**config.mk**
```make
export PLATFORM = sky130hd
export DESIGN_NAME = uart_rx_cfg
export DESIGN_NICKNAME = d
export VERILOG_FILES = /design/src/rtl/uart_pkg.sv /design/src/rtl/uart_rx_cfg_timer.sv /design/src/rtl/uart_rx_cfg.sv
export SDC_FILE = /design/constraint.sdc
export NUM_CORES = 1
export LEC_CHECK = 0
export CAP_MARGIN = 20
export CORE_MARGIN = 2
export CORE_UTILIZATION = 40
export DETAILED_ROUTE_END_ITERATION = 16
export SLEW_MARGIN = 20
export SYNTH_ARGS = -nofsm -noshare
export SYNTH_HDL_FRONTEND = slang
export SYNTH_SLANG_ARGS = --single-unit
```
**constraint.sdc**
```tcl
create_clock -name clk -period 4.1 [get_ports clk]
set_clock_uncertainty 0.1 [all_clocks]
set_input_delay 0.41 -clock clk [delete_from_list [all_inputs] [get_ports clk]]
set_output_delay 0.41 -clock clk [all_outputs]
set_load 0.05 [all_outputs]
```
**src/rtl/uart_pkg.sv**
```systemverilog
// Shared types and helpers for the configurable UART receiver.
// Holds state encodings, parity modes, the vote and the sample-point math.
package uart_pkg;

    typedef enum logic [2:0] {
        S_IDLE     = 3'd0,
        S_START    = 3'd1,
        S_DATA     = 3'd2,
        S_PAR      = 3'd3,
        S_STOP     = 3'd4,
        S_BRK_WAIT = 3'd5
    } state_t;

    localparam logic [1:0] PAR_NONE = 2'd0;
    localparam logic [1:0] PAR_EVEN = 2'd1;
    localparam logic [1:0] PAR_ODD  = 2'd2;

    localparam int DIV_MIN = 16;

    function automatic logic vote3(input logic a, input logic b, input logic c);
        return (a & b) | (a & c) | (b & c);
    endfunction

    // Centre of the bit and the spacing of the side samples around it
    function automatic logic [31:0] half_pt(input logic [31:0] div);
        return div >> 1;
    endfunction

    function automatic logic [31:0] qtr_pt(input logic [31:0] div);
        return div >> 3;
    endfunction

endpackage

```
**src/rtl/uart_rx_cfg_timer.sv**
```systemverilog
// Per-bit cycle counter for the UART receiver.
// Produces the three sample strobes and the end-of-bit pulse.
module uart_bit_timer
    import uart_pkg::*;
#(
    parameter int P_DIV_W = 16
) (
    input  logic               clk,
    input  logic               rst,
    input  logic [P_DIV_W-1:0] div,
    input  logic               restart,
    output logic [P_DIV_W-1:0] cnt,
    output logic               samp,
    output logic               bit_end
);

    logic [P_DIV_W-1:0] h;
    logic [P_DIV_W-1:0] q;

    assign h       = P_DIV_W'(half_pt(32'(div)));
    assign q       = P_DIV_W'(qtr_pt(32'(div)));
    assign bit_end = (cnt >= div - P_DIV_W'(1));
    assign samp    = (cnt == h - q) || (cnt == h) || (cnt == h + q);

    // The detection cycle itself counts as cnt==0, so a restart lands on 1
    always_ff @(posedge clk) begin
        if (rst) begin
            cnt <= '0;
        end else if (restart) begin
            cnt <= P_DIV_W'(1);
        end else if (bit_end) begin
            cnt <= '0;
        end else begin
            cnt <= cnt + P_DIV_W'(1);
        end
    end

endmodule

```
**src/rtl/uart_rx_cfg.sv**
```systemverilog
// Runtime-configurable UART receiver with majority vote, break detect
// and a per-word error sideband on a valid/ready output.
module uart_rx_cfg
    import uart_pkg::*;
#(
    parameter int P_MAX_BITS    = 9,
    parameter int P_DIV_W       = 16,
    parameter int P_SYNC_STAGES = 2
) (
    input  logic                  clk,
    input  logic                  rst,
    input  logic                  uart_rx,
    input  logic [P_DIV_W-1:0]    cfg_div,
    input  logic [3:0]            cfg_num_bits,
    input  logic [1:0]            cfg_parity,
    input  logic                  cfg_stop,
    output logic [P_MAX_BITS-1:0] uart_word,
    output logic                  uart_word_vld,
    input  logic                  uart_word_rdy,
    output logic                  err_parity,
    output logic                  err_frame,
    output logic                  err_overrun,
    output logic                  brk_det,
    output logic                  busy
);

    localparam logic [3:0] MAXB = 4'(P_MAX_BITS);

    state_t state;
    state_t state_nx;

    logic [P_SYNC_STAGES-1:0] sync;
    logic                     rx_s;

    logic [P_DIV_W-1:0] div_q;
    logic [P_DIV_W-1:0] eff_div;
    logic [P_DIV_W-1:0] cnt;
    logic [P_DIV_W-1:0] h;
    logic [P_DIV_W-1:0] q;
    logic [3:0]         nb_q;
    logic [3:0]         eff_nb;
    logic [3:0]         bidx;
    logic [1:0]         par_q;
    logic [1:0]         eff_par;
    logic               stop_q;
    logic               stop_idx;

    logic samp;
    logic bit_end;
    logic start_go;
    logic done;
    logic stop_pt;
    logic vote;
    logic last_bit;
    logic par_en;
    logic par_err;
    logic brk_now;
    logic pbit;
    logic ferr;
    logic sor;

    logic [2:0]            smp;
    logic [P_MAX_BITS-1:0] data;

    always_ff @(posedge clk) begin
        if (rst) begin
            sync <= '1;
        end else begin
            sync <= {sync[P_SYNC_STAGES-2:0], uart_rx};
        end
    end

    assign rx_s = sync[P_SYNC_STAGES-1];

    assign eff_div = (cfg_div < P_DIV_W'(DIV_MIN)) ? P_DIV_W'(DIV_MIN) : cfg_div;
    assign eff_nb  = (cfg_num_bits < 4'd5 || cfg_num_bits > MAXB) ? MAXB : cfg_num_bits;
    assign eff_par = (cfg_parity == 2'd3) ? PAR_NONE : cfg_parity;

    assign h        = P_DIV_W'(half_pt(32'(div_q)));
    assign q        = P_DIV_W'(qtr_pt(32'(div_q)));
    assign stop_pt  = (cnt == h + q + P_DIV_W'(1));
    assign vote     = vote3(smp[2], smp[1], smp[0]);
    assign last_bit = (bidx == nb_q - 4'd1);
    assign par_en   = (par_q != PAR_NONE);

    assign par_err = (par_q == PAR_EVEN) ? (^data ^ pbit)
                   : (par_q == PAR_ODD)  ? ~(^data ^ pbit)
                   : 1'b0;

    // Break: every bit of the frame, start to last stop, read as zero
    assign brk_now = (data == '0) && !(par_en && pbit) && !(sor | vote);

    uart_bit_timer #(
        .P_DIV_W (P_DIV_W)
    ) u_timer (
        .clk     (clk),
        .rst     (rst),
        .div     (div_q),
        .restart (start_go),
        .cnt     (cnt),
        .samp    (samp),
        .bit_end (bit_end)
    );

    always_ff @(posedge clk) begin
        if (rst) begin
            state <= S_IDLE;
        end else begin
            state <= state_nx;
        end
    end

    always_comb begin
        state_nx = state;
        unique case (state)
            S_IDLE:     if (!rx_s) state_nx = S_START;
            S_START:    if (bit_end) state_nx = vote ? S_IDLE : S_DATA;
            S_DATA:     if (bit_end && last_bit) state_nx = par_en ? S_PAR : S_STOP;
            S_PAR:      if (bit_end) state_nx = S_STOP;
            S_STOP:     if (done) state_nx = brk_now ? S_BRK_WAIT : S_IDLE;
            S_BRK_WAIT: if (rx_s) state_nx = S_IDLE;
            default:    state_nx = S_IDLE;
        endcase
    end

    // Completion is at the last stop sample, not the bit end
    always_comb begin
        busy     = (state != S_IDLE);
        start_go = (state == S_IDLE) && !rx_s;
        done     = (state == S_STOP) && stop_pt && (stop_idx == stop_q);
    end

    always_ff @(posedge clk) begin
        if (rst) begin
            div_q    <= P_DIV_W'(DIV_MIN);
            nb_q     <= MAXB;
            par_q    <= PAR_NONE;
            stop_q   <= 1'b0;
            stop_idx <= 1'b0;
            bidx     <= '0;
            smp      <= '0;
            data     <= '0;
            pbit     <= 1'b0;
            ferr     <= 1'b0;
            sor      <= 1'b0;
        end else begin
            if (start_go) begin
                div_q    <= eff_div;
                nb_q     <= eff_nb;
                par_q    <= eff_par;
                stop_q   <= cfg_stop;
                stop_idx <= 1'b0;
                bidx     <= '0;
                data     <= '0;
                pbit     <= 1'b0;
                ferr     <= 1'b0;
                sor      <= 1'b0;
            end
            if (samp) begin
                smp <= {smp[1:0], rx_s};
            end
            if (state == S_DATA && bit_end) begin
                data <= data | (P_MAX_BITS'(vote) << bidx);
                bidx <= bidx + 4'd1;
            end
            if (state == S_PAR && bit_end) begin
                pbit <= vote;
            end
            if (state == S_STOP && stop_pt) begin
                ferr <= ferr | !vote;
                sor  <= sor | vote;
            end
            if (state == S_STOP && bit_end) begin
                stop_idx <= 1'b1;
            end
        end
    end

    always_ff @(posedge clk) begin
        if (rst) begin
            uart_word     <= '0;
            uart_word_vld <= 1'b0;
            err_parity    <= 1'b0;
            err_frame     <= 1'b0;
            err_overrun   <= 1'b0;
            brk_det       <= 1'b0;
        end else if (done) begin
            if (!uart_word_vld || uart_word_rdy) begin
                uart_word     <= data;
                uart_word_vld <= 1'b1;
                err_parity    <= par_err;
                err_frame     <= ferr | !vote;
                err_overrun   <= 1'b0;
                brk_det       <= brk_now;
            end else begin
                err_overrun <= 1'b1;
            end
        end else if (uart_word_vld && uart_word_rdy) begin
            uart_word_vld <= 1'b0;
            err_parity    <= 1'b0;
            err_frame     <= 1'b0;
            err_overrun   <= 1'b0;
            brk_det       <= 1'b0;
        end
    end

endmodule

```
Word level (Yosys, flattened, before mapping). Cells that the tools add are included. Widths: inputs -> output; s select.

Output and inout bits: 15. Bits of input ports: 27. Bits in registers: 78.

$add $sub $neg: 7. Order comparisons: 4. Reductions and logical operators: 34. Shift-type cells: 1. Mux-type cells: 37. Bitwise operators: 10. Equality and inequality tests: 21.

Operators by type and width (count): $eq 16x16->1 (3); $add 16x1->16 const B (2); $mux 3 (8); $mux 1 (20); $mux 9 (2); $pmux 3 s6 (1); $add 15x13->16 (1); $eq 16x15->1 (1); $ge 16x16->1 (1); $lt 16x5->1 const B (1); $mux 16 (1); $sub 15x13->16 (1); $sub 16x1->16 const B (1); $mux 4 (3); $ne 2x2->1 const B (6); $reduce_bool 2->1 (6); $logic_and 1x1->1 (11); $logic_not 9->1 (1); $or 9x9->9 (1); $reduce_xor 9->1 (1); $shl 1x4->9 (1); $eq 3x2->1 const B (2); $eq 3x3->1 const B (2); $reduce_and 6->1 (1); 21 further kinds (36).

Depth between registers and ports, before layout. Gate-level depths: netlist of run 1.

Depth after elaboration: 9. Depth in mapped cells: 20.

Modules after synthesis. Synthesis of run 1 repeated with hierarchy kept, for this count alone.

Cell total of the unflattened synthesis: 889. Area, all modules: 6926.6 um2.

By module, submodules not included: uart_rx_cfg (seq. area each 1241.2 um2, area each 3799.9 um2, cells an instance 473, instances 1); uart_bit_timer (seq. area each 320.3 um2, area each 3126.7 um2, cells an instance 416, instances 1).

Worst setup path after synthesis of run 1. No wires, ideal clock.

Path type: register to register. Start: register div_q[2]. End: register bidx[3]. Setup time: 86 ps. Arrival time: 3976 ps. Buffers on the path: 2. Stages on the path, launching flop included: 20. Slack: -61 ps. Cells stage by stage: dfxtp_1 clkbuf_1 nor2_1 nand3_1 nor2_1 nand2_1 nor4_1 xnor2_1 ha_1 a21o_1 a211o_1 or3_1 nor2_1 o21ai_0 a221oi_1 nor3_1 clkbuf_1 nor2_1 a21oi_1 a211oi_1.

Longest elaborated chain between the ends: 4. Elaborated cells between the ends (all ways): 5. Classes of those cells: add/sub (1); order compare (1); mux (1); reduce/logical (2).

Ends and longest elaborated chain: start: declaration (line uart_rx_cfg.sv:35) `logic [P_DIV_W-1:0] div_q;`; start signal: assignment (line uart_rx_cfg.sv:135) `div_q <= P_DIV_W'(DIV_MIN);`; start signal: assignment (line uart_rx_cfg.sv:148) `div_q <= eff_div;`; $sub 16x1->16 * (line uart_rx_cfg_timer.sv:22) `assign bit_end = (cnt >= div - P_DIV_W'(1));`; $ge 16x16->1 * (line uart_rx_cfg_timer.sv:22); $logic_and 1x1->1 * (line uart_rx_cfg.sv:162) `if (state == S_DATA && bit_end) begin`; $mux 4 / $reduce_bool 2->1 (equally long branches); end signal: assignment (line uart_rx_cfg.sv:164) `bidx <= bidx + 4'd1;`; end: declaration (line uart_rx_cfg.sv:42) `logic [3:0] bidx;`.

Every way passes the cells marked *; elsewhere a longest branch is shown, timed or not. A chain may end at the register's enable or synchronous reset.

Final worst setup path of run 1.
Start: register div_q[5]. End: register state[2].

Longest elaborated chain between the ends: 7. Elaborated cells between the ends (all ways): 13. Classes of those cells: add/sub (3); order compare (1); eq/ne (5); reduce/logical (4).

Ends and longest elaborated chain: $add 15x13->16 (line uart_rx_cfg.sv:81) `assign stop_pt = (cnt == h + q + P_DIV_W'(1));`; $add 16x1->16 (line uart_rx_cfg.sv:81); $eq 16x16->1 (line uart_rx_cfg.sv:81); $logic_and 1x1->1 (2 in a row) (line uart_rx_cfg.sv:130) `done = (state == S_STOP) && stop_pt && (stop_idx == stop_q);`; $ne 2x2->1 (no source line); $reduce_and 6->1 (no source line) *; end signal: assignment (line uart_rx_cfg.sv:109) `state <= state_nx;`; end: declaration (line uart_rx_cfg.sv:29) `state_t state;`.

Marks and branches as above.

==> impl_metrics.toml, run 1 <==
[run_status]
status = "finished clean"

[synth]
synth.most_common_cell = "dfxtp_1"
yosys_warnings = 0
syn_nets = 896
synthesis.area_sq_um = 6620
avgSynthCellArea_sq_um = 8.11
yosys-top-cells-count = "dfxtp_1, nor2_1, xnor2_1"
synth-main-ff-cell = "dfxtp_1"
synth_top_area_share_pct = 23.6
synth_area_leader_cell = "dfxtp_1"
synthDistinctLibCells = 88
synth_edf_count = 0
async_reset_ff_share_pct = 0
synth_area_leaders = "dfxtp_1, ha_1, xnor2_1, xor2_1, nor2_1"
yosysSeqAreaShare_pct = 23.6
synthCells = 816
ys_seq_elements = 78

[clock_network]
ctsHoldBuffers = 0
clock_sinks = 78
clk_pin_slew_ns = 0.06
clkLatencyLatePin_ns = 0.34
htreeDepth = 3
clockBufferDepth = 2
cts_tree = "built"
cts_made_buffers = 9
root_buffer = "clkbuf_16"

[critical_path]
worstReg2RegStart = "div_q[5]"
cpLargestDelayFamily = "compound AO/OA/AOI/OAI gates"
r2r-end = "state[2]"
critPathBufInv = 2
critPathMaxStageDelay_ns = 0.51
r2r_cells = 13
cp_max_fo = 5
start_kind = "flip-flop"
worstPathRequired_ns = 4.23
r2r_slack_ns = 0.15
worstSetupPathType = "reg -> reg"
slowest_stage = "or4_4"
path_cells = "inv_1 > ha_1 > or2_4 > a211o_4 > a311oi_4 > o2111a_4 > nand2_1 > xnor2_1 > nor4_2 > buf_4 > o2111ai_2 > or4_4 > a31o_1"
end_kind = "flip-flop"
critical_path_arrival_ns = 4.08

[timing]
relSlewSlack_pct = 50.6
period_share_pct = 96.3
hold_viol_final = 0
setup_viol = 0
tightest_slew_ns = 0.735
tns_ns = 0
fmax_mhz = 253
setup_ws_ns = 0.154
period_minus_slack_ns = 3.95
slew_viol_final = 0

[cells_and_area]
antennaDiodeCount = 0
nFillCells = 1670
area_growth_pct = 20.6
finish.utilization_pct = 48.8
postLayoutCellArea_sq_um = 7980
finalNetCount = 959
layout-drive-gt1-share_pct = 14.4
seqCellArea_sq_um = 1560
multi_input_area_sq_um = 4770

[global_route]
grt_pass1_vias = 5579
antenna_found_initial = 0
grtUsageTotal_pct = 20.0
grt_start_max_net_pins = 45
grt_pass1_wl_microns = 28400
grt_overflow = 0

[route]
wl_microns = 17300
viasPerCell = 5.31
vias = 5860
ant_nets = 0
top_layer = "met4"
wl_met1_microns = 8830
first_pass_iters = 5
drtIter0Drc = 377
routed-wl-met2_microns = 7630
wl_met3_microns = 580
drc = 0
wl_per_cell_microns = 15.7

[die]
start_util_pct = 40.5
core.rowCount = 47
die_w_microns = 133
die_h_microns = 133
fp.coreArea_sq_um = 16300
die_area_sq_um = 17600
io-pin-count = 42

[pwr]
power.density_nw_per_um2 = 289
p_total_mw = 2.31
cellLeakagePower_nw = 3.13
max-vdd-ir-drop_v = 0.000345

[place]
hpwl_microns = 13900
place.gp.congestion = 0.858
place_ws_ns = 0.0176
port_buffers = 41
dpl_cell_area_sq_um = 7560

[min_path]
holdCritStartpoint = "sync[0]"
whs_path_depth = 1
hold_class = "reg -> reg"
worstHoldEndpoint = "sync[1]"

[run]
maxCapViolCount = 0
-- stage by stage --
stage	hold slack (ns)	cells
global route	0.333	1104
finish	0.313	1104
detailed placement	0.300	1088
CTS	0.314	1104
floorplan	0.289	816
global placement	0.294	1088
-- power by group --
part	internal [mW]	switching (mW)	total (mW)
sequential	0.777	0.0302	0.807
combinational	0.283	0.351	0.634
clock	0.538	0.326	0.865
total	1.60	0.707	2.31
-- flip-flops by register name (all words and copies together), names as in the netlist --
| register | cells |
|---|---|
| div_q | 16 |
| u_timer.cnt | 16 |
| data | 9 |
| uart_word | 9 |
| bidx | 4 |
| nb_q | 4 |
| smp | 3 |
| state | 3 |
| par_q | 2 |
| sync | 2 |
| brk_det | 1 |
| err_frame | 1 |
| err_overrun | 1 |
| err_parity | 1 |
| ferr | 1 |
| pbit | 1 |
| sor | 1 |
| stop_idx | 1 |
| stop_q | 1 |
| uart_word_vld | 1 |
-- how the worst max path moves through the flow --
stage / from / end / slack, ns / depth (start not counted)
CTS: div_q[1] / state[2] / 0.02 / 14
global placement: div_q[1] / state[2] / 0.04 / 14
global route: div_q[3] / bidx[2] / -0.02 / 19
detailed placement: div_q[1] / state[2] / 0.02 / 14
finish: div_q[5] / state[2] / 0.15 / 13
floorplan: div_q[2] / state[2] / 0.07 / 13
-- layout make-up --
| cell class | count | share of cell area [%] |
|---|---|---|
| clock buffer | 10 | 2.87 |
| clock inverter | 6 | 1.19 |
| inverter | 46 | 2.16 |
| multi-input combinational | 642 | 59.8 |
| sequential | 78 | 19.6 |
| tap | 220 | 3.45 |
| timing repair buffer | 102 | 11.0 |
-- what timing repair did --
item	4_1_cts	5_1_grt
buffers inserted	0	0
resized for setup	0	22
endpoints found under the setup margin	0	42
-- cell families (layout without fill, tap and decap cells) --
group / count (synthesis) / in the layout / share of synthesized area, %
mux: 21 / 21 / 3.20
xor+xnor: 107 / 107 / 14.2
buf+inv: 96 / 164 / 5.83
fa+ha+maj: 53 / 53 / 10.3
compound gates: 167 / 167 / 19.7
simple gates: 294 / 294 / 23.2
flops: 78 / 78 / 23.6
-- per-layer routing --
layer,track usage (%),vias up
met5,0,-
met4,6.15,0
met3,2.18,17
met2,31.1,115
met1,29.0,2721
li1,-,3007
-- layout by cell type, fill, tap and decap left out, types with 4 or more instances in the layout --
cell type,count
or4_1,6
xnor2_1,67
nor2b_1,5
and3_1,6
nor4_1,13
dfxtp_1,77
or2_2,7
nor3_1,23
nand2b_1,35
a21o_1,14
a22o_1,11
ha_1,48
nand4_1,8
a211oi_1,5
o31ai_1,4
a21oi_1,47
or3_1,8
nand2_1,55
clkbuf_16,9
buf_4,60
o21ai_0,18
inv_1,44
clkdlybuf4s50_1,40
nor3b_1,5
mux2i_1,20
o31a_1,4
nand3_1,23
a32o_1,4
nand3b_1,5
xor2_1,39
nor2_1,70
Note: power is estimated with default switching activity, not from simulation.
==> run 2, diff against run 1 <==
Settings changed: CORE_ASPECT_RATIO from default to 1.1.
==> impl_metrics.toml, run 2 (synthesis gave the netlist of run 1 again) <==
[pwr]
power.switching_mw = 0.710
max-vdd-ir-drop_v = 0.000305
power.density_nw_per_um2 = 288
comb_power_share_pct = 27.9
power_frac_clock_pct = 37.6
cellLeakagePower_nw = 3.16
p_int_mw = 1.62
seq_power_share_pct = 34.4
swShare_pct = 30.5
p_total_mw = 2.33

[cells_and_area]
seqCellArea_sq_um = 1570
finalNonFillerCells = 1096
nFillCells = 1557
layout-drive-gt1-share_pct = 16.3
finalNetCount = 967
area_growth_pct = 22.3
layout_common_cells = "dfxtp_1, xnor2_1, buf_4"
final_common_cell = "dfxtp_1"
multi_input_area_sq_um = 4830
top_regs = "div_q (16), u_timer.cnt (16)"
antennaDiodeCount = 0

[place]
place.gp.congestion = 0.879
port_buffers = 41
dp_cells = 1075
hpwl_microns = 13800

[critical_path]
start_kind = "flip-flop"
worstPathRequired_ns = 4.23
critPathBufInv = 1
crit_path_end = "state[2]"
slowest_stage = "or4_4"
critPathMaxStageDelay_ns = 0.61
end_kind = "flip-flop"
cp_max_fo = 6
cpLargestDelayFamily = "compound AO/OA/AOI/OAI gates"
critical_path_arrival_ns = 4.13
worstReg2RegStart = "div_q[3]"
r2r_cells = 12
worstSetupPathType = "reg -> reg"
crit_cells = 12
r2r_slack_ns = 0.10
startpoint = "div_q[3]"
r2r-end = "state[2]"
path_cells = "buf_4 > ha_1 > or2_4 > a211o_4 > a211o_1 > and3_4 > o211ai_4 > xor2_1 > a41oi_1 > o32a_1 > or4_4 > a31o_1"

[die]
die_area_sq_um = 17600
core.rowCount = 49
die_h_microns = 139
io-pin-count = 42
fp.coreArea_sq_um = 16200
die_w_microns = 127
start_util_pct = 40.7

[timing]
hold_slack_ns = 0.323
period_share_pct = 97.5
fmax_mhz = 250
slew_viol_final = 0
relSlewSlack_pct = 47.5
period_minus_slack_ns = 4.00
tightest_slew_ns = 0.780
setup_viol = 0
rsz0062_at_grt = "true"
hold_viol_final = 0

[clock_network]
clkLatencyLatePin_ns = 0.34
root_buffer = "clkbuf_16"
clk_pin_slew_ns = 0.06
htreeDepth = 3
clockBufferDepth = 2
cts_tree = "built"
ctsHoldBuffers = 0
clock_sinks = 78
cts_made_buffers = 9

[global_route]
grt_overflow = 0
antenna_found_initial = 0
grt_pass1_wl_microns = 28600
grt_start_max_net_pins = 40
grt_pass1_vias = 5678
grtUsageTotal_pct = 19.8

[route]
wl_per_cell_microns = 15.8
vias = 5894
viasPerCell = 5.38
first_pass_iters = 4
drc = 0
ant_nets = 0
drtIter0Drc = 317
wl_microns = 17300

[run_status]
status = "finished clean"

[min_path]
hold_class = "reg -> reg"

[run]
maxCapViolCount = 0
## run 2: cell count changes in the layout (fill, tap and decap cells not counted), moves of 2 or more
cell / change
nor2_2: +6
nor2_1: -6
ha_2: -2
buf_4: +8
## run 2: power groups by stage
stage                     clock, mW  combinational [mW]  sequential, mW
after floorplan                   0               0.446           0.810
after global placement            0               0.623           0.818
after detailed placement          0               0.625           0.818
after CTS                     0.900               0.628           0.801
after global routing          0.925               0.718           0.804
final                         0.877               0.650           0.802
## run 2: worst min path at each step
stage / from / end / slack [ns] / cells past startpoint
global route: sync[0] / sync[1] / 0.33 / 1
global placement: sync[0] / sync[1] / 0.30 / 1
finish: sync[0] / sync[1] / 0.32 / 1
detailed placement: sync[0] / sync[1] / 0.30 / 1
CTS: sync[0] / sync[1] / 0.32 / 1
floorplan: sync[0] / sync[1] / 0.29 / 1
## run 2: through the flow
step | cell area (sq um) | worst slack, ns | utilization (%) | setup TNS (ns)
global route | 8090 | -0.0538 | 49.8 | -0.0626
floorplan | 6620 | 0.0680 | - | 0
CTS | 7890 | 0.00400 | 48.6 | 0
global placement | 7560 | 0.0158 | 46.5 | 0
detailed placement | 7560 | 0.0324 | 46.5 | 0
finish | 8090 | 0.101 | 49.8 | 0
## run 2: worst reg2reg max path, cell delays in order, from the launching register on
cell and delay, ns:
dfxtp_4 0.36, buf_4 0.15, ha_1 0.37, or2_4 0.27, a211o_4 0.38, a211o_1 0.38, and3_4 0.23, o211ai_4 0.23
xor2_1 0.17, a41oi_1 0.13, o32a_1 0.28, or4_4 0.61, a31o_1 0.23
## run 2: per-layer routing
layer  routed length (microns)  vias to the layer above  GRT usage [%]
met5                         0                        -              0
met4                       239                        0           4.34
met3                       387                       15           1.93
met2                      7900                       70           32.2
met1                      8770                     2802           28.3
li1                          -                     3007              -
## run 2: area by class of cell
| class | instances | share of cell area (%) |
|---|---|---|
| clock inverter | 6 | 1.14 |
| sequential | 78 | 19.4 |
| tap | 204 | 3.15 |
| multi-input combinational | 642 | 59.7 |
| inverter | 46 | 2.13 |
| timing repair buffer | 110 | 11.6 |
| clock buffer | 10 | 2.95 |
## run 2: repair_timing
item | CTS | global route
setup endpoints to repair | 0 | 47
resized for setup | 0 | 34
buffers inserted | 0 | 5
